File: src/rtl/chip8_timer_ctrl.sv
// chip8_timer_ctrl
//   CHIP-8 delay timer (DT) and sound timer (ST), the shared 60 Hz prescaler
//   that decrements them, a req/ack access port for the CPU and the buzzer.
//
//   Handshake: the CPU raises req (with we/sel/wdata stable) and holds it
//   until it sees ack. The access is performed in the IDLE cycle where req is
//   seen. ack pulses for exactly one cycle, the cycle after acceptance. The
//   controller then waits for req to fall before it accepts again, so a held
//   req is never accepted twice.
//
// Ports
//   clk50     in   system clock
//   reset     in   asynchronous, active-high reset
//   req       in   access request, held until ack
//   we        in   1 = write, 0 = read
//   sel       in   0 = DT, 1 = ST
//   wdata     in   [7:0] write value
//   ack       out  one-cycle completion pulse
//   rdata     out  [7:0] read result, held until the next read completes
//   tick      out  one-cycle pulse at each 60 Hz boundary
//   dt_zero   out  DT == 0
//   sound_on  out  ST != 0
//   buzzer    out  square-wave tone, 0 whenever sound_on is 0
//   fsm_state out  [1:0] access FSM state (0 IDLE, 1 RESP, 2 WAIT)
module chip8_timer_ctrl #(
    parameter int TICK_DIV = 833333,
    parameter int TONE_DIV = 56818
) (
    input  logic       clk50,
    input  logic       reset,
    input  logic       req,
    input  logic       we,
    input  logic       sel,
    input  logic [7:0] wdata,
    output logic       ack,
    output logic [7:0] rdata,
    output logic       tick,
    output logic       dt_zero,
    output logic       sound_on,
    output logic       buzzer,
    output logic [1:0] fsm_state
);

    typedef enum logic [1:0] {
        IDLE = 2'd0,
        RESP = 2'd1,
        WAIT = 2'd2
    } state_t;

    localparam int PW = $clog2(TICK_DIV);
    localparam int TW = $clog2(TONE_DIV);
    localparam logic [PW-1:0] PRESC_RELOAD = PW'(TICK_DIV - 1);
    localparam logic [TW-1:0] TONE_RELOAD  = TW'(TONE_DIV - 1);

    state_t        state;
    logic [PW-1:0] presc;
    logic [TW-1:0] tone;
    logic [7:0]    dt;
    logic [7:0]    st;
    logic [7:0]    dt_dec;
    logic [7:0]    st_dec;
    logic          buzz_q;
    logic          accept;

    assign tick      = (presc == '0);
    assign dt_zero   = (dt == 8'd0);
    assign sound_on  = (st != 8'd0);
    // Gated so that silencing ST takes the pin low in the same cycle.
    assign buzzer    = buzz_q & sound_on;
    assign fsm_state = state;
    assign accept    = (state == IDLE) && req;

    // Saturating next values after this cycle's tick (if any).
    assign dt_dec = (tick && dt != 8'd0) ? dt - 8'd1 : dt;
    assign st_dec = (tick && st != 8'd0) ? st - 8'd1 : st;

    // Free-running 60 Hz prescaler, independent of CPU accesses.
    always_ff @(posedge clk50 or posedge reset) begin
        if (reset) begin
            presc <= PRESC_RELOAD;
        end else if (presc == '0) begin
            presc <= PRESC_RELOAD;
        end else begin
            presc <= presc - 1'b1;
        end
    end

    // A write to a timer overrides that timer's tick decrement.
    always_ff @(posedge clk50 or posedge reset) begin
        if (reset) begin
            dt <= 8'd0;
            st <= 8'd0;
        end else begin
            dt <= (accept && we && !sel) ? wdata : dt_dec;
            st <= (accept && we &&  sel) ? wdata : st_dec;
        end
    end

    // Access FSM. Reads capture the post-tick value of the selected timer.
    always_ff @(posedge clk50 or posedge reset) begin
        if (reset) begin
            state <= IDLE;
            ack   <= 1'b0;
            rdata <= 8'd0;
        end else begin
            ack <= 1'b0;
            case (state)
                IDLE: begin
                    if (req) begin
                        ack   <= 1'b1;
                        state <= RESP;
                        if (!we) begin
                            rdata <= sel ? st_dec : dt_dec;
                        end
                    end
                end
                RESP: state <= WAIT;
                WAIT: if (!req) state <= IDLE;
                default: state <= IDLE;
            endcase
        end
    end

    // Tone generator: held at reload while silent so every burst begins
    // with a full low half-period.
    always_ff @(posedge clk50 or posedge reset) begin
        if (reset) begin
            tone   <= TONE_RELOAD;
            buzz_q <= 1'b0;
        end else if (!sound_on) begin
            tone   <= TONE_RELOAD;
            buzz_q <= 1'b0;
        end else if (tone == '0) begin
            tone   <= TONE_RELOAD;
            buzz_q <= ~buzz_q;
        end else begin
            tone <= tone - 1'b1;
        end
    end

endmodule

File: config.mk
export PLATFORM = sky130hd
export DESIGN_NAME = chip8_timer_ctrl
export DESIGN_NICKNAME = d
export VERILOG_FILES = /design/src/rtl/chip8_timer_ctrl.sv
export SDC_FILE = /design/constraint.sdc
export NUM_CORES = 1
export LEC_CHECK = 0
export CORE_ASPECT_RATIO = 1.75
export CORE_MARGIN = 10
export CORE_UTILIZATION = 40
export CTS_CLUSTER_DIAMETER = 200
export CTS_CLUSTER_SIZE = 24
export DETAILED_ROUTE_END_ITERATION = 12
export GPL_ROUTABILITY_DRIVEN = 0
export GPL_TIMING_DRIVEN = 0
export PLACE_DENSITY = 0.67
export SLEW_MARGIN = 0
export SYNTH_ARGS = -nofsm -noshare
export SYNTH_HDL_FRONTEND = slang
export SYNTH_SLANG_ARGS = --single-unit
File: constraint.sdc
create_clock -name clk50 -period 2.4 [get_ports clk50]
set_input_delay 0.6 -clock clk50 [delete_from_list [all_inputs] [get_ports clk50]]
set_output_delay 0.6 -clock clk50 [all_outputs]
set_load 0.005 [all_outputs]
==> run metrics, run 1 <==
worst slack, placed=-666.3 ps; status=finished, final reports clean; area grow syn2layout=27.92%; Worst VDD drop=636.7 uV; largest area contributor in the netlist=dfrtp_1; top cells by area, synth=dfrtp_1 (32%), dfstp_2 (17%), xnor2_1 (5.3%); drt wl/cell=between 15 and 20 um; Min-Delay Path Class=reg2reg; Clock Skew=around 8.5 ps; Post-Synth Simple-Gate Area=about a quarter; Mapped Cells=~320; Static Leak=1.702 nW; clk slew on worst S/H paths=roughly 50 ps; initial antenna violation count=0; crit path DAT=1800 ps; pwr/cell area=961.8 nW/um^2; WL final=7.743 mm; FF/Latch Area=around 1600 um^2; # nets final=403; share of cells above drive strength 1=26.75%; CP max stage delay=400 ps; Avg Cell Area, Syn=10.34 um^2; initial DRC count=143; area share of the largest cell type after synthesis=31.65%; Clock Path Buffers=2; worst slew pin tran=784.8 ps; slowest CP cell=dfrtp_1; post-route ant nets=0; Seq/Total Area, Yosys=between 40% and 50%; final instance area=4248 um^2; die height=140.5 um; Worst setup EP type=output pin; leading register cell type out of synthesis=dfrtp_1; Tmin final=2399 ps; Netlist Area Pre-Place=3321 um^2; max-slew violations=0; Initial Util=41.42%; share of synthesized registers carrying an async set or reset=100.0%; Filler cells=slightly below 700; Via density=5.457; Hold Fails Final Rpt=0; Worst Path Max Fanout=3; Final HPWL DP=~5.3 mm; xor/xnor share of the synthesized area=9.495%; num rows=43; Hold WS=449.8 ps; H-tree Lvls=3; Synth Area in Adders=3.014%; root buffer cell=clkbuf_16; Fmax=416.8 MHz; Tcrit/Tclk final=between 90 and 100%; Cell Area, Placed=3714 um^2; syn_nets=about 340; DRT Pass-1 Iters=7; area occupied by multi-input gates=1714 um^2; first-pass GRT wire length=around 13 mm; critical-path cell list=inv_2, ha_4, or3b_4, nor2_4, inv_2, and2_4, buf_6; die area=12490 um^2; Die W=about 89 um; Setup violations, final=0; WP data required=1800 ps; max_cap viols=0; relative slew slack=47.60%; Seq cells post-synth=64; Compound-Gate Fraction of Synth Area=6.782%; Worst-Skew Late Latency=320 ps; largest family of logic cells by synthesized area=simple AND/OR/NAND/NOR gates; RSZ-0062 raised after global routing=yes; crit path kind=reg2out; grt ovf=0; I/O pin cnt=28; multiplexer share of the synthesized area=4.861%; diode count=0; Cell variety after synth=47; # clock sinks=64; CTS buffer count=9; vias post-DR=2592; vias in the first global route=2716; CTS tree=done; CP Launch Type=flip-flop; number of port buffers=26; Core ar.=around 8000 um^2; Post-CTS Hold Fix Bufs=0; Syn. warnings=0; GR Util All Layers=13.17%; pin count of the biggest net entering global routing=38; # DRC=0; most used cell, CP=inv_2; Post-synth EDFFs=0; PnR worst setup slack=0.7678 ps
-- placed cells by master (no fill, tap or decap), types with 11 or more instances in the layout --
cell	n
xor2_1	16
nor2_1	29
clkdlybuf4s50_1	22
nand3_1	12
nor3_1	12
dfrtp_1	41
nand2_1	31
dfstp_2	22
xnor2_1	20
buf_4	23
or3_1	11
-- state kept, by name (all words and copies together), names as in the netlist --
signal	flops
rdata	8
dt	8
presc	20
fsm_state	2
buzz_q	1
st	8
ack	1
tone	16
-- metal layers --
layer	global-route usage (%)	routed length, um	vias to the layer above
met3	4.994	378	20
met4	7.442	249	0
met1	13.34	3043	1257
li1	-	-	1245
met5	0	0	-
met2	22.14	4072	70
-- repair_timing --
| action | in CTS | in global routing |
|---|---|---|
| pin swaps | 9 | 9 |
| setup endpoints to repair | 19 | 17 |
| gates resized for setup | 35 | 6 |
| setup buffers | 17 | 7 |
-- critical path, delay by kind of cell (launching register included) --
kind / cells / cell delay [ps]
flip-flops: 1 / 400
adder cells (fa/ha/maj): 1 / 140
AND/OR/NAND/NOR: 3 / 670
buffers and inverters: 3 / 270
-- Yosys cell counts (3+ instances only) --
cell,instances
nor2_1,32
nand2_1,31
dfstp_2,22
clkbuf_1,4
ha_1,8
or4_1,3
xnor2_1,20
nor4_4,4
mux2_2,9
inv_1,14
o21ai_0,9
dfrtp_1,42
xor2_1,16
nand2b_1,5
mux2i_1,6
nor4_1,8
a21oi_1,9
o221ai_1,3
nor3_1,13
or2_2,3
or3_1,11
nand3_1,12
-- cells by family (layout without fill, tap and decap cells) --
logic type,after synthesis,after routing
fa+ha+maj,8,8
compound gates,35,35
simple gates,142,142
xor+xnor,36,36
buf+inv,21,85
flops,64,64
mux,15,15
-- stage by stage --
stage	setup TNS (ps)	total power, mW	cells	utilization (%)
after floorplan	0	2.217	321	-
after global placement	-51730	2.599	437	46.07
after detailed placement	-4980	2.627	438	46.32
after CTS	-8.481	3.997	469	52.02
after global routing	-81.44	4.351	475	52.99
final	0	4.086	475	52.99
-- power breakdown --
part | switching (mW) | total (mW) | internal, mW | leakage [nW]
Combinational | 0.546 | 1.28 | 0.734 | 0.826
Clock | 0.416 | 1.13 | 0.712 | 0.126
Sequential | 0.277 | 1.68 | 1.40 | 0.750
-- worst paths after layout --
check                          from   endpoint  slack [ps]  cells past startpoint
max reg2reg                   st[0]   rdata[4]         130                     15
max                           st[1]     buzzer         0.8                      7
min in group asynchronous     reset    tone[2]         760                      2
min reg2reg                presc[0]   presc[0]         450                      1
min                        presc[0]   presc[0]         450                      1
max in group asynchronous     reset  presc[19]         950                      3
-- layout make-up --
type	count	share of cell area [%]
clock inverters	1	0.1178
clock buffers	13	5.891
plain buffers	7	0.8247
inverters	14	1.237
multi-input cells	236	40.35
flip-flops and latches	64	38.38
well taps	90	2.651
repair buffers	50	10.54
No activity file was read; power rests on OpenSTA's default activity.
==> run 2: changes to the inputs <==
--- a/config.mk
+++ b/config.mk
@@ -5,6 +5,8 @@
 export SDC_FILE = /design/constraint.sdc
 export NUM_CORES = 1
 export LEC_CHECK = 0
+export CELL_PAD_IN_SITES_DETAIL_PLACEMENT = 0
+export CELL_PAD_IN_SITES_GLOBAL_PLACEMENT = 1
 export CORE_ASPECT_RATIO = 1.75
 export CORE_MARGIN = 10
 export CORE_UTILIZATION = 40
@@ -13,7 +15,7 @@
 export DETAILED_ROUTE_END_ITERATION = 12
 export GPL_ROUTABILITY_DRIVEN = 0
 export GPL_TIMING_DRIVEN = 0
-export PLACE_DENSITY = 0.67
+export PLACE_DENSITY = 0.79
 export SLEW_MARGIN = 0
 export SYNTH_ARGS = -nofsm -noshare
 export SYNTH_HDL_FRONTEND = slang
==> run 2 against run 1 <==
  * Register-to-register slack is essentially flat
  * Utilization grew 0.078 points
  * Critical path depth shrank 2
  * Sequential power is essentially flat
  * Non-clock buffer count shrank 6
  * Via count shrank 2.7%
  * Highest routed layer unchanged
  * Worst hold slack gained 12 ps
  * Sequential cell count is the same
  * Clock skew shrank 2.4 ps
  * Wire length grew 1.8%
  * Largest power group unchanged
  * Setup slack gained 23 ps
  * Die area is the same
==> run metrics, run 2 (synthesis gave the netlist of run 1 again) <==
status=finished, final reports clean; relative slew slack=52.39% (+4.8 points); area grow syn2layout=28.11%; pin count of the biggest net entering global routing=34 (-11%); number of port buffers=26 (unchanged); Hold Fails Final Rpt=0 (unchanged); Filler cells=691 (+0.88%); RSZ-0062 raised after global routing=yes; PnR worst setup slack=23.94 ps (+23.17 ps); most common cell after layout, fill and taps aside=dfrtp_1; most frequent cells in the layout=dfrtp_1 (41), nand2_1 (31), nor2_1 (28); share of cells above drive strength 1=25.98% (-0.77 points); H-tree Lvls=3 (unchanged); Tmin final=2376 ps (-23.17 ps); pwr/cell area=991.1 nW/um^2 (+3.0%); num rows=43 (unchanged); Static Leak=1.693 nW (-0.51%); CTS tree=done; Tcrit/Tclk final=99.00% (-0.97 points); drt wl/cell=16.74 um (+2.7%); clk slew on worst S/H paths=50 ps (about the same); initial DRC count=121 (-15%); CTS buffer count=9 (unchanged); Worst setup EP type=output pin; # nets final=397 (-1.5%); Via density=5.357 (-1.8%); flip-flop count of the largest register after layout=20 (unchanged); CP Launch Type=flip-flop; I/O pin cnt=28 (unchanged); initial antenna violation count=0 (unchanged); max_cap viols=0 (unchanged); final instance area=4254 um^2 (+0.15%); WL final=7.884 mm (+1.8%); Hold WS=461.8 ps (+11.95 ps); Fmax=420.9 MHz (+0.98%); Clock Path Buffers=2 (unchanged); Clock Skew=6.096 ps (-2.380 ps); Worst Path Max Fanout=5 (+2); first-pass GRT wire length=13.03 mm (+1.5%); # clock sinks=64 (unchanged); die area=12490 um^2 (unchanged); Min-Delay Path Class=reg2reg; worst slew pin tran=713.2 ps (-71.62 ps); Post-Place Cells=438 (unchanged); GR Util All Layers=13.44% (+0.27 points); fin cells=471 (-0.84%); post-route ant nets=0 (unchanged); Post-CTS Hold Fix Bufs=0 (unchanged); grt ovf=0 (unchanged); DRT Pass-1 Iters=4 (-3); root buffer cell=clkbuf_16; # DRC=0 (unchanged); biggest regs=presc (20), tone (16); max-slew violations=0 (unchanged); Setup violations, final=0 (unchanged); worst slack, placed=-728.4 ps (-62.18 ps); total negative slack=0 ps (unchanged); vias post-DR=2523 (-2.7%); Die W=88.88 um (unchanged); Reg with most FFs=presc; crit path DAT=1780 ps (-20 ps); die height=140.5 um (unchanged); vias in the first global route=2715 (-0.037%); Final Core Density=53.07% (+0.078 points); WP data required=1800 ps (about the same); Worst-Skew Late Latency=330 ps (about the same); Final Power=4.216 mW (+3.2%); diode count=0 (unchanged); Worst VDD drop=687.1 uV (+7.9%); crit path kind=reg2out; Final HPWL DP=5.479 mm (+3.9%); Initial Util=41.42% (unchanged); Cell Area, Placed=3714 um^2 (unchanged); Core ar.=8016 um^2 (unchanged)
## run 2: path summary, 6_finish.rpt
kind                       startpoint        to  slack, ps  depth (start not counted)
hold reg to reg              presc[0]  presc[0]        460                          1
max in group asynchronous       reset  presc[2]       1010                          3
min in group asynchronous       reset  rdata[2]        700                          2
setup reg to reg             presc[0]  rdata[6]        120                          8
hold / removal               presc[0]  presc[0]        460                          1
setup / recovery                st[2]    buzzer         20                          5
## run 2: area by class of cell
type / instances / area [um^2] / area share (%)
multi-input cells: 236 / 1700 / 39.97
flip-flops and latches: 64 / 1630 / 38.32
repair buffers: 44 / 397.9 / 9.353
clock buffers: 13 / 260.3 / 6.118
well taps: 90 / 112.6 / 2.647
clock inverters: 3 / 65.06 / 1.529
inverters: 14 / 52.55 / 1.235
plain buffers: 7 / 35.03 / 0.8235
## run 2: routing by layer
| metal | wire, um | up-vias | GRT usage (%) |
|---|---|---|---|
| met5 | 0 | - | 0 |
| met4 | 282 | 0 | 7.870 |
| met3 | 289 | 22 | 4.181 |
| met2 | 4259 | 49 | 22.91 |
| met1 | 3053 | 1211 | 13.77 |
| li1 | - | 1241 | - |
## run 2: worst max-delay path, stage by stage (launching register included)
cell,delay (ps)
dfrtp_2,440
or4_4,570
nor2_4,150
inv_2,40
and2_1,120
buf_2,120
## run 2: timing repair
action,4_1_cts,5_1_grt
setup buffers,9,8
gates resized for setup,29,10
setup endpoints to repair,20,19
pin swaps,5,9
## run 2: power breakdown
group	switching, mW	leakage, nW	internal [mW]
Sequential	0.284	0.750	1.40
Combinational	0.483	0.783	0.625
Clock	0.459	0.160	0.964
